--- src/rtl/mult_share_arbiter.sv ---
// mult_share_arbiter: round-robin share of one 4x4 unsigned multiplier among NUM_REQ requesters.
// Latency: grant edge -> resp_valid next cycle; MULT_SHARE_PIPE_EN adds a registered CALC cycle.
// Backpressure: response held stable until resp_ready; no grant is issued while a response is pending.
module mult_share_arbiter #(
    parameter int NUM_REQ = 4,
    parameter int ID_W    = 2
) (
    input  logic                   clk,
    input  logic                   rst,
    input  logic [NUM_REQ-1:0]     req_valid,
    input  logic [4*NUM_REQ-1:0]   req_a,
    input  logic [4*NUM_REQ-1:0]   req_b,
    output logic [NUM_REQ-1:0]     req_ready,
    output logic                   resp_valid,
    output logic [7:0]             resp_p,
    output logic [ID_W-1:0]        resp_id,
    input  logic                   resp_ready,
    output logic [15:0]            ops_done
);
    typedef enum logic [1:0] {IDLE = 2'd0, CALC = 2'd1, RESP = 2'd2} state_t;

    state_t          state, state_nxt;
    logic [ID_W-1:0] rr_ptr;
    logic [ID_W-1:0] win_id;
    logic            found;
    logic [3:0]      a_q, b_q;
    logic [ID_W-1:0] id_q;
    logic [7:0]      prod;
    logic            grant, complete;

    // Requester index base+off, wrapped modulo NUM_REQ (off < NUM_REQ).
    function automatic logic [ID_W-1:0] wrap_idx(input logic [ID_W-1:0] base, input int off);
        int s;
        s = int'(base) + off;
        if (s >= NUM_REQ) s = s - NUM_REQ;
        return ID_W'(s);
    endfunction

    always_comb begin
        found  = 1'b0;
        win_id = '0;
        for (int k = 0; k < NUM_REQ; k++) begin
            if (!found && req_valid[wrap_idx(rr_ptr, k)]) begin
                found  = 1'b1;
                win_id = wrap_idx(rr_ptr, k);
            end
        end
    end

    always_comb begin
        state_nxt  = state;
        req_ready  = '0;
        resp_valid = 1'b0;
        grant      = 1'b0;
        complete   = 1'b0;
        case (state)
            IDLE: begin
                if (found) begin
                    grant             = 1'b1;
                    req_ready[win_id] = 1'b1;
`ifdef MULT_SHARE_PIPE_EN
                    state_nxt         = CALC;
`else
                    state_nxt         = RESP;
`endif
                end
            end
            CALC: state_nxt = RESP;
            RESP: begin
                resp_valid = 1'b1;
                if (resp_ready) begin
                    complete  = 1'b1;
                    state_nxt = IDLE;
                end
            end
            default: state_nxt = IDLE;
        endcase
    end

    always_ff @(posedge clk or posedge rst) begin
        if (rst) begin
            state    <= IDLE;
            rr_ptr   <= '0;
            a_q      <= '0;
            b_q      <= '0;
            id_q     <= '0;
            ops_done <= '0;
        end else begin
            state <= state_nxt;
            if (grant) begin
                a_q    <= req_a[4*win_id +: 4];
                b_q    <= req_b[4*win_id +: 4];
                id_q   <= win_id;
                rr_ptr <= wrap_idx(win_id, 1);
            end
            if (complete) ops_done <= ops_done + 16'd1;
        end
    end

`ifdef MULT_SHARE_PIPE_EN
    logic [7:0] p_q;

    always_ff @(posedge clk or posedge rst) begin
        if (rst) begin
            p_q <= '0;
        end else if (state == CALC) begin
            p_q <= {4'b0, a_q} * {4'b0, b_q};
        end
    end

    assign prod = p_q;
`else
    assign prod = {4'b0, a_q} * {4'b0, b_q};
`endif

    // Response fields read as zero whenever no response is offered.
    assign resp_p  = resp_valid ? prod : 8'd0;
    assign resp_id = resp_valid ? id_q : '0;
endmodule

--- config.mk ---
export PLATFORM = sky130hd
export DESIGN_NAME = mult_share_arbiter
export DESIGN_NICKNAME = d
export VERILOG_FILES = /design/src/rtl/mult_share_arbiter.sv
export SDC_FILE = /design/constraint.sdc
export NUM_CORES = 1
export LEC_CHECK = 0
export CAP_MARGIN = 10
export CORE_AREA = 4 4 55 95
export DETAILED_ROUTE_END_ITERATION = 10
export DIE_AREA = 0 0 59 99
export GPL_TIMING_DRIVEN = 0
export PLACE_DENSITY = 0.81
export REMOVE_ABC_BUFFERS = 1
export SLEW_MARGIN = 10
export SYNTH_ARGS = -nofsm -noshare
export SYNTH_HDL_FRONTEND = slang
export SYNTH_SLANG_ARGS = --single-unit
--- constraint.sdc ---
create_clock -name clk -period 9.3 [get_ports clk]
set_input_delay 1.86 -clock clk [delete_from_list [all_inputs] [get_ports clk]]
set_output_delay 1.86 -clock clk [all_outputs]
set_load 0.01 [all_outputs]
=== Word-level counts from Yosys, hierarchy flattened ===
Cells that the tools add are included.

* Flip-flop bits (word level): 30
* Input port bits: 39
* Word-level logic and storage cells: 78

* Add/subtract/negate cells: 10
* $mul: 1
* $lt $le $gt $ge: 11
* Equality and inequality tests: 4
* Shift operators: 2
* Multiplexer cells: 35
* Reduce and logical (&&, ||, !) cells: 9

{| class="wikitable"
|+ Operators with widths
! operator !! count
|-
| variable part select 16 x 5 -> 4 bit || 2
|-
| two-way mux 2 bit || 12
|-
| adder 16 x 1 -> 16 bit (second input constant) || 1
|-
| less-than comparator 2 x 3 -> 1 bit (second input constant) || 5
|-
| two-way mux 1 bit || 14
|-
| greater-or-equal comparator 3 bit (second input constant) || 4
|-
| subtractor 2 x 1 -> 2 bit (second input constant) || 5
|-
| binary-select mux 1 bit (select 2 bit) || 4
|-
| multiplier 4 x 4 -> 8 bit || 1
|-
| two-way mux 4 bit || 2
|-
| two-way mux 8 bit || 1
|-
| adder 2 x 1 -> 3 bit (second input constant) || 2
|-
| adder 2 x 2 -> 3 bit (second input constant) || 2
|-
| one-hot mux 2 bit (3 select lines) || 1
|-
| logical AND 1 bit || 4
|-
| != test 2 bit (second input constant) || 2
|-
| greater-or-equal comparator 2 x 3 -> 1 bit (second input constant) || 1
|-
| zero test 1 bit || 3
|-
| demux 1 bit (select 2 bit) || 1
|-
| == test 2 x 1 -> 1 bit (second input constant) || 1
|-
| == test 2 bit (second input constant) || 1
|-
| greater-or-equal comparator 2 x 1 -> 1 bit (second input constant) || 1
|-
| zero test 2 bit || 1
|-
| AND reduction 2 bit || 1
|}

=== Depth between registers and ports, before layout ===
* Depth in word-level cells: 20
* Gate-level depth with buffers: 11
* Depth with buffers taken out: 11

=== Least setup slack after synthesis ===
OpenSTA, ideal clock, no wires.

* Path kind: input-to-output
* From: in req_valid[0]
* To: out req_ready[3]
* Arrival time: 2.909 ns
* Required time: 7.440 ns
* Setup slack: 4.531 ns
* Stages on the path: 6
* Path buffers: 0
* Cell sequence: nor2b_1 o21bai_1 nand2_4 inv_4 ha_1 and2_1

* Word-level cells in the longest chain between the ends: 18

{| class="wikitable"
|+ Ends and longest elaborated chain
! item !! line !! source
|-
| from (decl) || 10 || <nowiki>input logic [NUM_REQ-1:0] req_valid,</nowiki>
|-
| binary-select mux 1 bit (select 2 bit) || 43 || <nowiki>if (!found && req_valid[wrap_idx(rr_ptr, k)]) begin</nowiki>
|-
| two-way mux 1 bit (not written as such) || 43 ||
|-
| two-way mux 1 bit || 43 ||
|-
| zero test 1 bit || 43 ||
|-
| logical AND 1 bit || 43 ||
|-
| two-way mux 1 bit || 43 ||
|-
| zero test 1 bit || 43 ||
|-
| logical AND 1 bit || 43 ||
|-
| [3 not listed] || n/a ||
|-
| two-way mux 2 bit * || 43 ||
|-
| named net win_id[1] || 24 || <nowiki>logic [ID_W-1:0] win_id;</nowiki>
|-
| less-than comparator 2 x 3 -> 1 bit (not written as such) / greater-or-equal comparator 2 x 1 -> 1 bit (equally long branches) || 60 || <nowiki>req_ready[win_id] = 1'b1;</nowiki>
|-
| logical AND 1 bit (not written as such) || 60 ||
|-
| two-way mux 1 bit (not written as such) || 60 ||
|-
| demux 1 bit (select 2 bit) * || 60 ||
|-
| two-way mux 4 bit * || 58 || <nowiki>if (found) begin</nowiki>
|-
| two-way mux 4 bit * || 56 || <nowiki>case (state)</nowiki>
|-
| to (decl) || 13 || <nowiki>output logic [NUM_REQ-1:0] req_ready,</nowiki>
|}

The timed path passes the listed nets; every way through them passes the cells marked *. The select of a mux whose other input is x is not followed.

=== Final worst setup path ===
* From: in req_valid[2]
* To: out req_ready[2]

The elaborated chain is that of the path after synthesis.

==> flow_metrics.tcl <==
set metrics [dict create \
    status "completed" \
    synthCells 230 \
    first_global_vias 1893 \
    crit_fanout 8 \
    antenna_found_initial 0 \
    grt_overflow_total 0 \
    dr_wl_met2_mm 2.90 \
    slew_violations 0 \
    relSlewSlack_pct 54.7 \
    avgViaCountPerCell 5.34 \
    endpoint "req_ready[2]" \
    period_minus_slack_ns 5.93 \
    max_freq_mhz 169 \
    cts_resized 0 \
    setup_viol 0 \
    core_mm2 0.00440 \
    min_path_type "reg2reg" \
    n_fill_cell 381 \
    syn_area_mm2 0.00217 \
    dr_wl_met3_um 205 \
    ir_worst_vdd_uv 154 \
    synth_top_area_share_pct 33.4 \
    hold_violations 0 \
    end_kind "primary output" \
    min_delay_path_depth 1 \
    path_class "in2out" \
    seqPwrFrac_pct 30.7 \
    regToRegEndpoint "a_q[0]" \
    rows 32 \
    yosysWarnings 0 \
    start_kind "primary input" \
    routed.top_layer "met4" \
    rsz0062_at_grt "no" \
    worstMarginPinSlew_ns 0.679 \
    io_pins 70 \
    multi_input_area_mm2 0.00137 \
    chipWidth_um 59 \
    dieArea_mm2 0.00584 \
    gp_congestion 0.813 \
    cp.arrival_ns 4.07 \
    die_h_um 99 \
    cts_buffers 5 \
    power.internal_uw 402 \
    clk_pin_slew_worst_paths_ns 0.07 \
    r2r_slack_ns 7.37 \
    p_comb_share_pct 53.9 \
    drc_errors 0 \
    drive_gt1_share_pct 6.58 \
    final.setup.tns_ns 0 \
    ys_types 40 \
    cts_tree "yes" \
    synth.avg_cell_area_um2 9.44 \
    finClkSkew_ns 0.00392 \
    post_cts_buffers 0 \
    start_util_pct 49.3 \
    p_clk_share_pct 15.4 \
    r2r_cells 6 \
    regToRegStartpoint "rr_ptr[1]" \
    grt_pass1_wl_mm 8.63 \
    crit_start "req_valid[2]" \
    ctsHoldBuffers 0 \
    leakagePower_nw 1.35 \
    diodes 0 \
    nNetsFinal 363 \
    post_drt_wl_per_cell_um 14.4 \
    fin_worst_hold_slack_ns 0.467 \
    port_buffers 69 \
    num_vias 1895 \
    cts_root_buf "clkbuf_8" \
    drv_cap 0 \
    fin_crit_sh_pct 63.8 \
    detail-route-antenna-nets 0 \
    worstSkewPairLatency_ns 0.28 \
    wl_mm 5.11 \
    synthTopCellsByArea "dfrtp_1 33%, ha_1 9.8%, and2_1 6.6%, xnor2_1 5.6%, nand2_1 4.8%" \
    grt_max_degree 30 \
    p_switching_uw 257 \
    regArea_um2 726 \
    place_hpwl_mm 4.15 \
    grt.total_usage_pct 19.0 \
    first_pass_iters 4 \
    synth-seq-cells 29 \
    syn_to_final_growth_pct 38.6 \
    htree_levels 2 \
    ys_seq_area_share_pct 33.4 \
    required_ns 7.44 \
    swShare_pct 39.0 \
    cts.sinks 29 \
    synth_area_leader_cell "dfrtp_1" \
    powerDensity_mw_per_mm2 219 \
    clock_path_buffers 2 \
    met1_length_mm 1.87 \
    drt_iter0_markers 30 \
]
critical path, cell delays in order:
cell and delay (ns):
clkdlybuf4s50_1 0.57, nor2b_1 0.21, a221o_1 0.32, nand2_4 0.13, inv_4 0.16, ha_1 0.15, and2_1 0.11, clkdlybuf4s50_1 0.56
metrics by stage:
| step | instances | total power, mW | worst slack [ns] | instance area [µm²] | util [%] |
|---|---|---|---|---|---|
| 4_1_cts | 354 | 0.671 | 3.35 | 2990 | 68.0 |
| 3_5_place_dp | 346 | 0.564 | 3.35 | 2910 | 66.0 |
| 2_1_floorplan | 226 | 0.417 | 4.53 | 2150 | - |
| 3_3_place_gp | 346 | 0.549 | 3.39 | 2910 | 66.0 |
| 5_1_grt | 355 | 0.719 | 3.17 | 3010 | 68.3 |
| 6_report | 355 | 0.660 | 3.37 | 3010 | 68.3 |
power groups by stage:
stage                     Sequential, mW  Clock (mW)  Combinational [mW]
final                              0.203       0.101               0.356
after CTS                          0.203       0.105               0.363
after floorplan                    0.198           0               0.219
after detailed placement           0.205           0               0.359
after global placement             0.203           0               0.346
after global routing               0.209       0.111               0.398
cell usage in the layout (no fill, tap or decap), drive strengths merged, types with 2 or more instances in the layout:
| cell | count |
|---|---|
| o21ai | 5 |
| and2 | 23 |
| nand4 | 6 |
| dfrtp | 29 |
| or2 | 3 |
| nand3 | 8 |
| o211ai | 8 |
| and4 | 2 |
| inv | 13 |
| clkdlybuf4s50 | 69 |
| mux2i | 10 |
| clkinv | 2 |
| nor2b | 3 |
| fa | 4 |
| o31ai | 3 |
| o21bai | 2 |
| and3 | 2 |
| xnor2 | 14 |
| nor2 | 13 |
| a21oi | 3 |
| nand2 | 29 |
| xor2 | 4 |
| clkbuf | 5 |
| nand2b | 2 |
| a21o | 9 |
| a211o | 2 |
| ha | 17 |
kinds of logic after synthesis:
| kind of cell | synth area share, % |
|---|---|
| AO/OA/AOI/OAI | 14.1 |
| flip-flops | 33.4 |
| buffers and inverters | 3.34 |
| multiplexers | 5.13 |
| XOR/XNOR | 7.26 |
| AND/OR/NAND/NOR | 23.3 |
| adder cells (fa/ha/maj) | 13.5 |
flip-flops by register name, summed over array words and instances (netlist names):
| signal | cells |
|---|---|
| ops_done | 16 |
| state | 1 |
| a_q | 4 |
| rr_ptr | 2 |
| id_q | 2 |
| b_q | 4 |
cells in the mapped netlist (all sizes together):
master / count
o21ba: 1
a21oi: 3
buf: 3
a2111oi: 1
o21ai: 5
nand2: 29
nand2b: 2
fa: 4
nor4: 1
a221oi: 1
ha: 17
and3: 2
mux2i: 10
nand3: 8
xor2: 4
a211oi: 1
nor2: 13
o21bai: 2
and2: 23
nor2b: 3
dfrtp: 29
a221o: 1
a31oi: 1
nand3b: 1
a211o: 2
nand4: 6
and4: 2
nor3: 1
a21boi: 1
a21o: 9
or2: 3
nor4b: 1
o211ai: 8
mux2: 1
inv: 13
xnor2: 14
clkbuf: 1
o31ai: 3
cell type report:
cell class	instances	share of cell area, %
multi-input combinational	184	45.6
sequential	29	24.1
clock inverter	3	0.582
clock buffer	5	2.29
tap	51	2.12
timing repair buffer	70	23.5
inverter	13	1.79
metal layers:
metal | vias to the layer above | global-route usage [%]
met5 | - | 0
met4 | 0 | 6.98
met3 | 10 | 4.06
met2 | 50 | 34.7
met1 | 892 | 20.7
li1 | 943 | -
worst min-delay path by stage:
stage,startpoint,endpoint
final,ops_done[15],ops_done[15]
after global routing,ops_done[15],ops_done[15]
after CTS,ops_done[15],ops_done[15]
after detailed placement,ops_done[15],ops_done[15]
after global placement,ops_done[15],ops_done[15]
after floorplan,id_q[0],id_q[0]
(Power assumes the default switching activity.)
